## src/rtl/seq_alu_pkg.sv

```systemverilog
// Shared definitions for seq_alu: default width, opcode encodings and FSM state encoding.
package seq_alu_pkg;

  localparam int unsigned DefaultWidth = 8;

  localparam logic [3:0] OpAddc = 4'b0001;
  localparam logic [3:0] OpAdd  = 4'b0010;
  localparam logic [3:0] OpSub  = 4'b0011;
  localparam logic [3:0] OpNand = 4'b0100;
  localparam logic [3:0] OpOr   = 4'b0101;
  localparam logic [3:0] OpXor  = 4'b0110;
  localparam logic [3:0] OpNot  = 4'b0111;
  localparam logic [3:0] OpSrl  = 4'b1000;
  localparam logic [3:0] OpMul  = 4'b1001;

  typedef enum logic [1:0] {
    StIdle = 2'd0,
    StBusy = 2'd1,
    StDone = 2'd2
  } state_e;

endpackage

```

## src/rtl/seq_alu_mul.sv

```systemverilog
// Iterative shift-add unsigned multiplier: one multiplier bit per cycle, WIDTH cycles in total.
// The first partial product is folded into the start cycle so done_o pulses WIDTH-1 cycles later.
module seq_alu_mul #(
  parameter int unsigned WIDTH = 8
) (
  input  logic                 clk_i,
  input  logic                 rst_i,
  input  logic                 start_i,
  input  logic [WIDTH-1:0]     a_i,
  input  logic [WIDTH-1:0]     b_i,
  output logic                 done_o,
  output logic [2*WIDTH-1:0]   product_o
);

  localparam int unsigned CntW = $clog2(WIDTH);

  logic [2*WIDTH-1:0] acc_q, acc_d;
  logic [2*WIDTH-1:0] mcand_q, mcand_d;
  logic [WIDTH-1:0]   mplier_q, mplier_d;
  logic [CntW-1:0]    cnt_q, cnt_d;
  logic               done_q, done_d;

  always_comb begin
    acc_d    = acc_q;
    mcand_d  = mcand_q;
    mplier_d = mplier_q;
    cnt_d    = cnt_q;
    done_d   = 1'b0;
    if (start_i) begin
      acc_d    = b_i[0] ? {{WIDTH{1'b0}}, a_i} : '0;
      mcand_d  = {{(WIDTH - 1){1'b0}}, a_i, 1'b0};
      mplier_d = b_i >> 1;
      cnt_d    = CntW'(WIDTH - 1);
    end else if (cnt_q != '0) begin
      if (mplier_q[0]) begin
        acc_d = acc_q + mcand_q;
      end
      mcand_d  = mcand_q << 1;
      mplier_d = mplier_q >> 1;
      cnt_d    = cnt_q - CntW'(1);
      done_d   = (cnt_q == CntW'(1));
    end
  end

  always_ff @(posedge clk_i) begin
    if (rst_i) begin
      acc_q    <= '0;
      mcand_q  <= '0;
      mplier_q <= '0;
      cnt_q    <= '0;
      done_q   <= 1'b0;
    end else begin
      acc_q    <= acc_d;
      mcand_q  <= mcand_d;
      mplier_q <= mplier_d;
      cnt_q    <= cnt_d;
      done_q   <= done_d;
    end
  end

  assign done_o    = done_q;
  assign product_o = acc_q;

endmodule

```

## src/rtl/seq_alu.sv

```systemverilog
// Handshaked ALU with registered results; single-cycle ops, optional multi-cycle MUL.
// Define SEQ_ALU_MUL_EN to build the shift-add multiplier; otherwise opcode 1001 is illegal.
module seq_alu
  import seq_alu_pkg::*;
#(
  parameter int unsigned WIDTH = DefaultWidth
) (
  input  logic             clk,
  input  logic             reset,
  input  logic [WIDTH-1:0] aluin_a,
  input  logic [WIDTH-1:0] aluin_b,
  input  logic [3:0]       OPCODE,
  input  logic             Cin,
  input  logic             in_valid,
  output logic             in_ready,
  output logic [WIDTH-1:0] alu_out,
  output logic [WIDTH-1:0] alu_hi,
  output logic             Cout,
  output logic             OF,
  output logic             Z,
  output logic             ILL,
  output logic             out_valid,
  input  logic             out_ready
);

  localparam int unsigned ShW = $clog2(WIDTH);

  state_e           state_q, state_d;
  logic [WIDTH-1:0] out_q, out_d, hi_q, hi_d;
  logic             cout_q, cout_d, of_q, of_d, z_q, z_d, ill_q, ill_d;

  logic             accept;
  logic             is_mul;
  logic [WIDTH:0]   sum;
  logic [WIDTH-1:0] res;
  logic             res_cout, res_of, res_ill;

  assign in_ready  = (state_q == StIdle);
  assign out_valid = (state_q == StDone);
  assign accept    = in_valid && in_ready;

`ifdef SEQ_ALU_MUL_EN
  logic               mul_start;
  logic               mul_done;
  logic [2*WIDTH-1:0] mul_prod;

  assign is_mul    = (OPCODE == OpMul);
  assign mul_start = accept && is_mul;

  seq_alu_mul #(
    .WIDTH (WIDTH)
  ) u_mul (
    .clk_i     (clk),
    .rst_i     (reset),
    .start_i   (mul_start),
    .a_i       (aluin_a),
    .b_i       (aluin_b),
    .done_o    (mul_done),
    .product_o (mul_prod)
  );
`else
  assign is_mul = 1'b0;
`endif

  // Single-cycle datapath; undefined opcodes leave res at zero.
  always_comb begin
    sum      = '0;
    res      = '0;
    res_cout = 1'b0;
    res_of   = 1'b0;
    res_ill  = 1'b0;
    case (OPCODE)
      OpAddc, OpAdd: begin
        sum      = {1'b0, aluin_a} + {1'b0, aluin_b} +
                   {{WIDTH{1'b0}}, (OPCODE == OpAddc) & Cin};
        res      = sum[WIDTH-1:0];
        res_cout = sum[WIDTH];
        res_of   = (aluin_a[WIDTH-1] == aluin_b[WIDTH-1]) && (res[WIDTH-1] != aluin_a[WIDTH-1]);
      end
      OpSub: begin
        sum      = {1'b0, aluin_a} + {1'b0, ~aluin_b} + {{WIDTH{1'b0}}, 1'b1};
        res      = sum[WIDTH-1:0];
        res_cout = sum[WIDTH];
        res_of   = (aluin_a[WIDTH-1] != aluin_b[WIDTH-1]) && (res[WIDTH-1] != aluin_a[WIDTH-1]);
      end
      OpNand:  res = ~(aluin_a & aluin_b);
      OpOr:    res = aluin_a | aluin_b;
      OpXor:   res = aluin_a ^ aluin_b;
      OpNot:   res = ~aluin_a;
      OpSrl:   res = aluin_a >> aluin_b[ShW-1:0];
      default: res_ill = 1'b1;
    endcase
  end

  always_comb begin
    state_d = state_q;
    out_d   = out_q;
    hi_d    = hi_q;
    cout_d  = cout_q;
    of_d    = of_q;
    z_d     = z_q;
    ill_d   = ill_q;
    unique case (state_q)
      StIdle: begin
        if (accept) begin
          if (is_mul) begin
            state_d = StBusy;
          end else begin
            out_d   = res;
            hi_d    = '0;
            cout_d  = res_cout;
            of_d    = res_of;
            z_d     = (res == '0);
            ill_d   = res_ill;
            state_d = StDone;
          end
        end
      end
`ifdef SEQ_ALU_MUL_EN
      StBusy: begin
        if (mul_done) begin
          out_d   = mul_prod[WIDTH-1:0];
          hi_d    = mul_prod[2*WIDTH-1:WIDTH];
          cout_d  = (mul_prod[2*WIDTH-1:WIDTH] != '0);
          of_d    = 1'b0;
          z_d     = (mul_prod == '0);
          ill_d   = 1'b0;
          state_d = StDone;
        end
      end
`endif
      StDone: begin
        if (out_ready) begin
          state_d = StIdle;
        end
      end
      default: state_d = StIdle;
    endcase
  end

  always_ff @(posedge clk) begin
    if (reset) begin
      state_q <= StIdle;
      out_q   <= '0;
      hi_q    <= '0;
      cout_q  <= 1'b0;
      of_q    <= 1'b0;
      z_q     <= 1'b0;
      ill_q   <= 1'b0;
    end else begin
      state_q <= state_d;
      out_q   <= out_d;
      hi_q    <= hi_d;
      cout_q  <= cout_d;
      of_q    <= of_d;
      z_q     <= z_d;
      ill_q   <= ill_d;
    end
  end

  assign alu_out = out_q;
  assign alu_hi  = hi_q;
  assign Cout    = cout_q;
  assign OF      = of_q;
  assign Z       = z_q;
  assign ILL     = ill_q;

endmodule

```

## config.mk

```make
export PLATFORM = sky130hd
export DESIGN_NAME = seq_alu
export DESIGN_NICKNAME = d
export VERILOG_FILES = /design/src/rtl/seq_alu_pkg.sv /design/src/rtl/seq_alu_mul.sv /design/src/rtl/seq_alu.sv
export SDC_FILE = /design/constraint.sdc
export NUM_CORES = 1
export LEC_CHECK = 0
export CAP_MARGIN = 15
export CORE_MARGIN = 2
export CORE_UTILIZATION = 47
export CTS_CLUSTER_DIAMETER = 40
export DETAILED_ROUTE_END_ITERATION = 6
export HOLD_SLACK_MARGIN = 0.12
export PLACE_DENSITY = 0.77
export SLEW_MARGIN = 10
export SYNTH_ARGS = -nofsm -noshare
export SYNTH_HDL_FRONTEND = slang
export SYNTH_SLANG_ARGS = --single-unit
```

## constraint.sdc

```tcl
create_clock -name clk -period 3.1 [get_ports clk]
set_input_delay 0.62 -clock clk [delete_from_list [all_inputs] [get_ports clk]]
set_output_delay 0.62 -clock clk [all_outputs]
set_load 0.02 [all_outputs]
```

# Word level (Yosys, flattened, before mapping)
# Index checks and enable logic that the tools add are counted.
dict set report word_totals {
  regBits 14
  inputBits 25
  out_inout_bits 22
  elab_cells 49
}
dict set report op_classes {
  addsub 4
  n_eq_ne 15
  n_shift 1
  n_mux 7
  bitwise_logic 7
  n_reduce_logical 9
}
# cell n
set op_table {}
lappend op_table {{one-hot mux 8 bit (7 select lines)} 1}
lappend op_table {{NOT 8 bit} 3}
lappend op_table {{adder 8 x 8 -> 9 bit} 2}
lappend op_table {{equality test 4 x 3 -> 1 bit, second input constant} 4}
lappend op_table {{adder 9 x 1 -> 9 bit} 1}
lappend op_table {{adder 9 x 1 -> 9 bit, second input constant} 1}
lappend op_table {{AND 8 bit} 1}
lappend op_table {{equality test 4 x 2 -> 1 bit, second input constant} 2}
lappend op_table {{zero test 8 bit} 1}
lappend op_table {{OR 8 bit} 1}
lappend op_table {{OR reduction 8 bit} 1}
lappend op_table {{right shift 8 x 3 -> 8 bit} 1}
lappend op_table {{bitwise XOR 8 bit} 1}
lappend op_table {{equality test 4 x 1 -> 1 bit, second input constant} 1}
lappend op_table {{equality test 4 bit, second input constant} 1}
lappend op_table {{2-to-1 mux 2 bit} 2}
lappend op_table {{inequality test 2 x 1 -> 1 bit, second input constant} 2}
lappend op_table {{one-hot mux 1 bit (2 select lines)} 2}
lappend op_table {{one-hot mux 2 bit (2 select lines)} 1}
lappend op_table {{AND reduction 2 bit} 2}
lappend op_table {{logical AND 1 bit} 3}
lappend op_table {{inequality test 1 bit} 3}
lappend op_table {{equality test 2 bit, second input constant} 1}
lappend op_table {{zero test 2 bit} 1}
lappend op_table {{4 further kinds} 4}

# Logic depth before layout (Yosys ltp)
dict set report logic_depth {
  word_depth 6
  depth_mapped 12
  ltp_nobuf 11
}

# Least setup slack after synthesis
# OpenSTA, ideal clock, no wires.
dict set report synth_timing {
  kind {input-to-reg}
  startpoint {input port OPCODE[1]}
  endpoint {register z_q, in the netlist Z}
  setup_time_ps 61
  arrival_time_ps 3269
  required_time_ps 3039
  path_slack_ps -229
  path_stages 12
  path_buffers 2
  cell_sequence {buf_4 buf_4 and4b_1 fa_1 fa_1 a21o_1 a221o_1 nand2_1 a2bb2oi_1 or3_4 nor4_2 a32o_1}
}
dict set report synth_via {
  elab_chain_len 5
  word_cells_on_any_way 13
  classes_between {add/sub: 1; eq/ne: 8; mux: 1; bitwise: 1; reduce/logical: 2}
}
# element line
set synth_rtl {}
lappend synth_rtl {{start: declaration} seq_alu.sv:12} ;# input logic [3:0] OPCODE,
lappend synth_rtl {{equality test 4 x 1 -> 1 bit} {seq_alu.sv:72, seq_alu.sv:75}}
lappend synth_rtl {{AND 1 bit} seq_alu.sv:75} ;# {{WIDTH{1'b0}}, (OPCODE == OpAddc) & Cin};
lappend synth_rtl {{adder 9 x 1 -> 9 bit} seq_alu.sv:74} ;# sum = {1'b0, aluin_a} + {1'b0, aluin_b} +
lappend synth_rtl {{one-hot mux 8 bit (7 select lines) *} seq_alu.sv:72} ;# case (OPCODE)
lappend synth_rtl {{zero test 8 bit *} seq_alu.sv:113} ;# z_d = (res == '0);
lappend synth_rtl {{end signal: assignment} seq_alu.sv:156} ;# z_q <= z_d;
lappend synth_rtl {{end: declaration} seq_alu.sv:30} ;# logic cout_q, cout_d, of_q, of_d, z_q, z_d, ill_q, ill_d;
# Every way passes the cells marked *; elsewhere a longest branch is shown, timed or not.
# A chain may end at the register's enable or synchronous reset.

# Final worst setup path
dict set report layout_timing {
  startpoint {input port aluin_a[1]}
  endpoint {register z_q, in the netlist Z}
}
dict set report layout_via {
  elab_chain_len 4
  word_cells_on_any_way 12
  classes_between {add/sub: 4; shift: 1; mux: 1; bitwise: 5; reduce/logical: 1}
}
# element line
set layout_rtl {}
lappend layout_rtl {{start: declaration} seq_alu.sv:10} ;# input logic [WIDTH-1:0] aluin_a,
lappend layout_rtl {{adder 8 x 8 -> 9 bit, or another cell as far along} seq_alu.sv:81} ;# sum = {1'b0, aluin_a} + {1'b0, ~aluin_b} + {{WIDTH{1'b0}}, 1'b1};
lappend layout_rtl {{adder 9 x 1 -> 9 bit, or another cell as far along} seq_alu.sv:81}
lappend layout_rtl {{one-hot mux 8 bit (7 select lines) *} seq_alu.sv:72}
lappend layout_rtl {{zero test 8 bit *} seq_alu.sv:113}
# Marked as above.

==> results.tsv <==
metric	value	unit
via count	2365	
antenna cells	0	
Post-Route WL	6070	um
worst-path cell with the longest stage delay	clkdlybuf4s50_1	
outcome	finished clean	
vias in the first global route	2222	
synthesis-stage register bit count	13	
Remaining Overflow, GRT	0	
TritonCTS buffer count	3	
clock sink total	13	
vias per inst	5.84	
Post-Layout Cell Count	405	
Worst IR Drop VDD	0.123	mV
drt drc	0	
Mean Syn Cell Area	8.07	um^2
Setup CP Type	input pin to flop	
Req. time, crit path	3.29	ns
hold crit path type	flop to flop	
FF-to-FF End	Z	
Die ar.	5230	um^2
largest net degree at the start of global routing	22	
detailed placement HPWL	4790	um
First DRT Iteration DRCs	175	
CTS tree	yes	
Worst Setup End Kind	flop	
pwr/cell area	264	nW/um^2
WL per Instance	15.0	um
ys async rst share	0	
sequential area share after synthesis	0.119	
gr usage total	0.236	
Reg2Reg Launch Point	state_q[1]	
crit-path max FO	3	
Mapped Cells	272	
fin nets	406	
core area	4410	um^2
clk_skew	0.00129	ns
final max-slew violation count	0	
max_cap viols	0	
gpl congestion	0.944	
setup violators final	0	
1st-pass router iterations	5	
LEAKAGE	1.35	nW
wire length of the first global-routing pass	10000	um
Die Wd	72.3	um
die height	72.3	um
H-tree depth	1	
layout cells sized above 1	0.266	
Layout area overhead	37.1	%
crit-path cells	clkdlybuf4s50_1 > inv_1 > ha_1 > buf_4 > o21bai_1 > a2111oi_0 > a221o_1 > o31ai_2 > o211ai_2 > nor4_4 > a32o_1	
Data arrival, critical path	3.16	ns
Starting Density	0.497	
hold endpoint	OF	
# rows	24	
Root Driver	clkbuf_8	
Synth warnings	0	
Finished Core Util	0.681	
antenna violations before repair	0	
Final Hold Viols	0	
CP max stage delay	0.47	ns
Routed Antenna Nets	0	
Post-synth EDFFs	0	
Reg clk slew, reported paths	0.05	ns
final worst path period share	0.961	
placed insts	396	
Hold Path Depth	2	
Final min period	2.98	ns
Hold Startpoint	OF	
ys flop type	dfxtp_1	
R2R cell count	6	
Port-buffer cells	38	
Distinct cells, synth	67	
R2R Setup Slk	1.50	ns
CTS max path bufs	2	
Peak Freq	336	MHz
Post-Syn Area	2190	um^2
Ports	47	
Clock Latency Late Sink	0.24	ns
crit path launch type	input pin	
worst max path at each step:
stage	start	end	slack, ns	depth (start not counted)
after floorplan	OPCODE[0]	Z	0.002	12
after global placement	OPCODE[2]	Z	-0.40	12
after detailed placement	OPCODE[2]	Z	-0.46	12
after CTS	aluin_b[3]	Z	0.01	13
after global routing	aluin_a[1]	Z	-0.03	11
final	aluin_a[1]	Z	0.12	11
power by group:
part / total (mW) / switching (mW) / internal (mW)
combinational: 0.459 / 0.235 / 0.224
sequential: 0.187 / 0.00671 / 0.180
clock: 0.149 / 0.0606 / 0.0888
final cells by class:
class                           instances  area (um^2)
Multi-Input combinational cell        217         1760
Clock buffer                            3         41.3
Tap cell                               52         65.1
Clock inverter                          1         5.00
Timing Repair Buffer                   93          779
Sequential cell                        13          260
Fill cell                             372         1410
Inverter                               26         97.6
critical path: cells and delay by family:
family / cells / cell delay [ns]
AND/OR/NAND/NOR: 1 / 0.27
AO/OA/AOI/OAI: 6 / 1.28
buffers and inverters: 3 / 0.67
adder cells (fa/ha/maj): 1 / 0.31
state kept, by name (all words and copies together), names as in the netlist:
name / flops
Cout: 1
ILL: 1
OF: 1
Z: 1
alu_out: 8
state_q: 1
cells by family after synthesis:
family,share of synthesized area
xor gates and xnor gates,0.0114
other,0.00171
DFF,0.119
and+or+nand+nor,0.222
AOI/OAI and AO/OA,0.254
muxes,0.106
buffers and inverters,0.122
adders and majority gates,0.164
Yosys cell counts, types with 3 or more instances:
| library cell | number | area (um^2) |
|---|---|---|
| fa_1 | 3 | 60.1 |
| buf_2 | 4 | 20.0 |
| nor2_1 | 17 | 63.8 |
| mux2i_1 | 9 | 90.1 |
| nand3b_1 | 3 | 22.5 |
| mux2_2 | 3 | 33.8 |
| o22ai_1 | 5 | 31.3 |
| nor4_1 | 6 | 37.5 |
| nor3_1 | 15 | 75.1 |
| a211oi_1 | 5 | 37.5 |
| a21oi_1 | 17 | 85.1 |
| buf_4 | 11 | 82.6 |
| nand2_1 | 10 | 37.5 |
| a221o_1 | 4 | 40.0 |
| ha_1 | 24 | 300 |
| clkbuf_1 | 3 | 11.3 |
| nor2b_1 | 6 | 37.5 |
| nand3_1 | 7 | 35.0 |
| dfxtp_1 | 13 | 260 |
| inv_1 | 25 | 93.8 |
| o21ai_0 | 12 | 60.1 |
| o21bai_1 | 5 | 37.5 |
| mux4_2 | 3 | 67.6 |
| nor3b_1 | 3 | 22.5 |
| buf_6 | 5 | 56.3 |
| or3_1 | 3 | 18.8 |
| a21o_1 | 4 | 30.0 |
timing repair:
action | in CTS | in global routing
hold buffers | 0 | 0
setup endpoints to repair | 3 | 2
gates cloned | 0 | 0
gates resized for setup | 20 | 13
buffers inserted | 4 | 1
pin swaps | 12 | 12
routing by layer:
layer | vias up | global-route usage | share of wire
met3 | 10 | 0.0319 | 0.085
met2 | 103 | 0.396 | 0.48
met5 | - | 0 | 0
met4 | 0 | 0.0818 | 0.013
li1 | 1158 | - | -
met1 | 1094 | 0.311 | 0.42
layout by cell type, fill, tap and decap left out, drive strengths merged, types with 4 or more instances in the layout:
cell type / instances
a211oi: 5
a21o: 4
a21oi: 18
a221o: 4
buf: 57
clkbuf: 6
clkdlybuf4s50: 31
conb: 8
dfxtp: 13
ha: 24
inv: 26
mux2: 4
mux2i: 9
mux4: 4
nand2: 10
nand3: 7
nor2: 17
nor2b: 6
nor3: 17
nor4: 7
o21ai: 12
o21bai: 5
o22ai: 5
or3: 4
per-stage QoR:
step                setup TNS [ns]  worst slack, ns  total power, mW  cell area, um^2  hold WS (ns)
detailed placement           -1.70           -0.461            0.618             2880         0.450
global route               -0.0290          -0.0290            0.845             3010         0.506
floorplan                        0          0.00224            0.451             2250         0.528
finish                           0            0.122            0.796             3010         0.463
CTS                              0           0.0110            0.776             2960         0.458
global placement             -1.49           -0.396            0.610             2880         0.449
No activity file was read; power rests on OpenSTA's default activity.
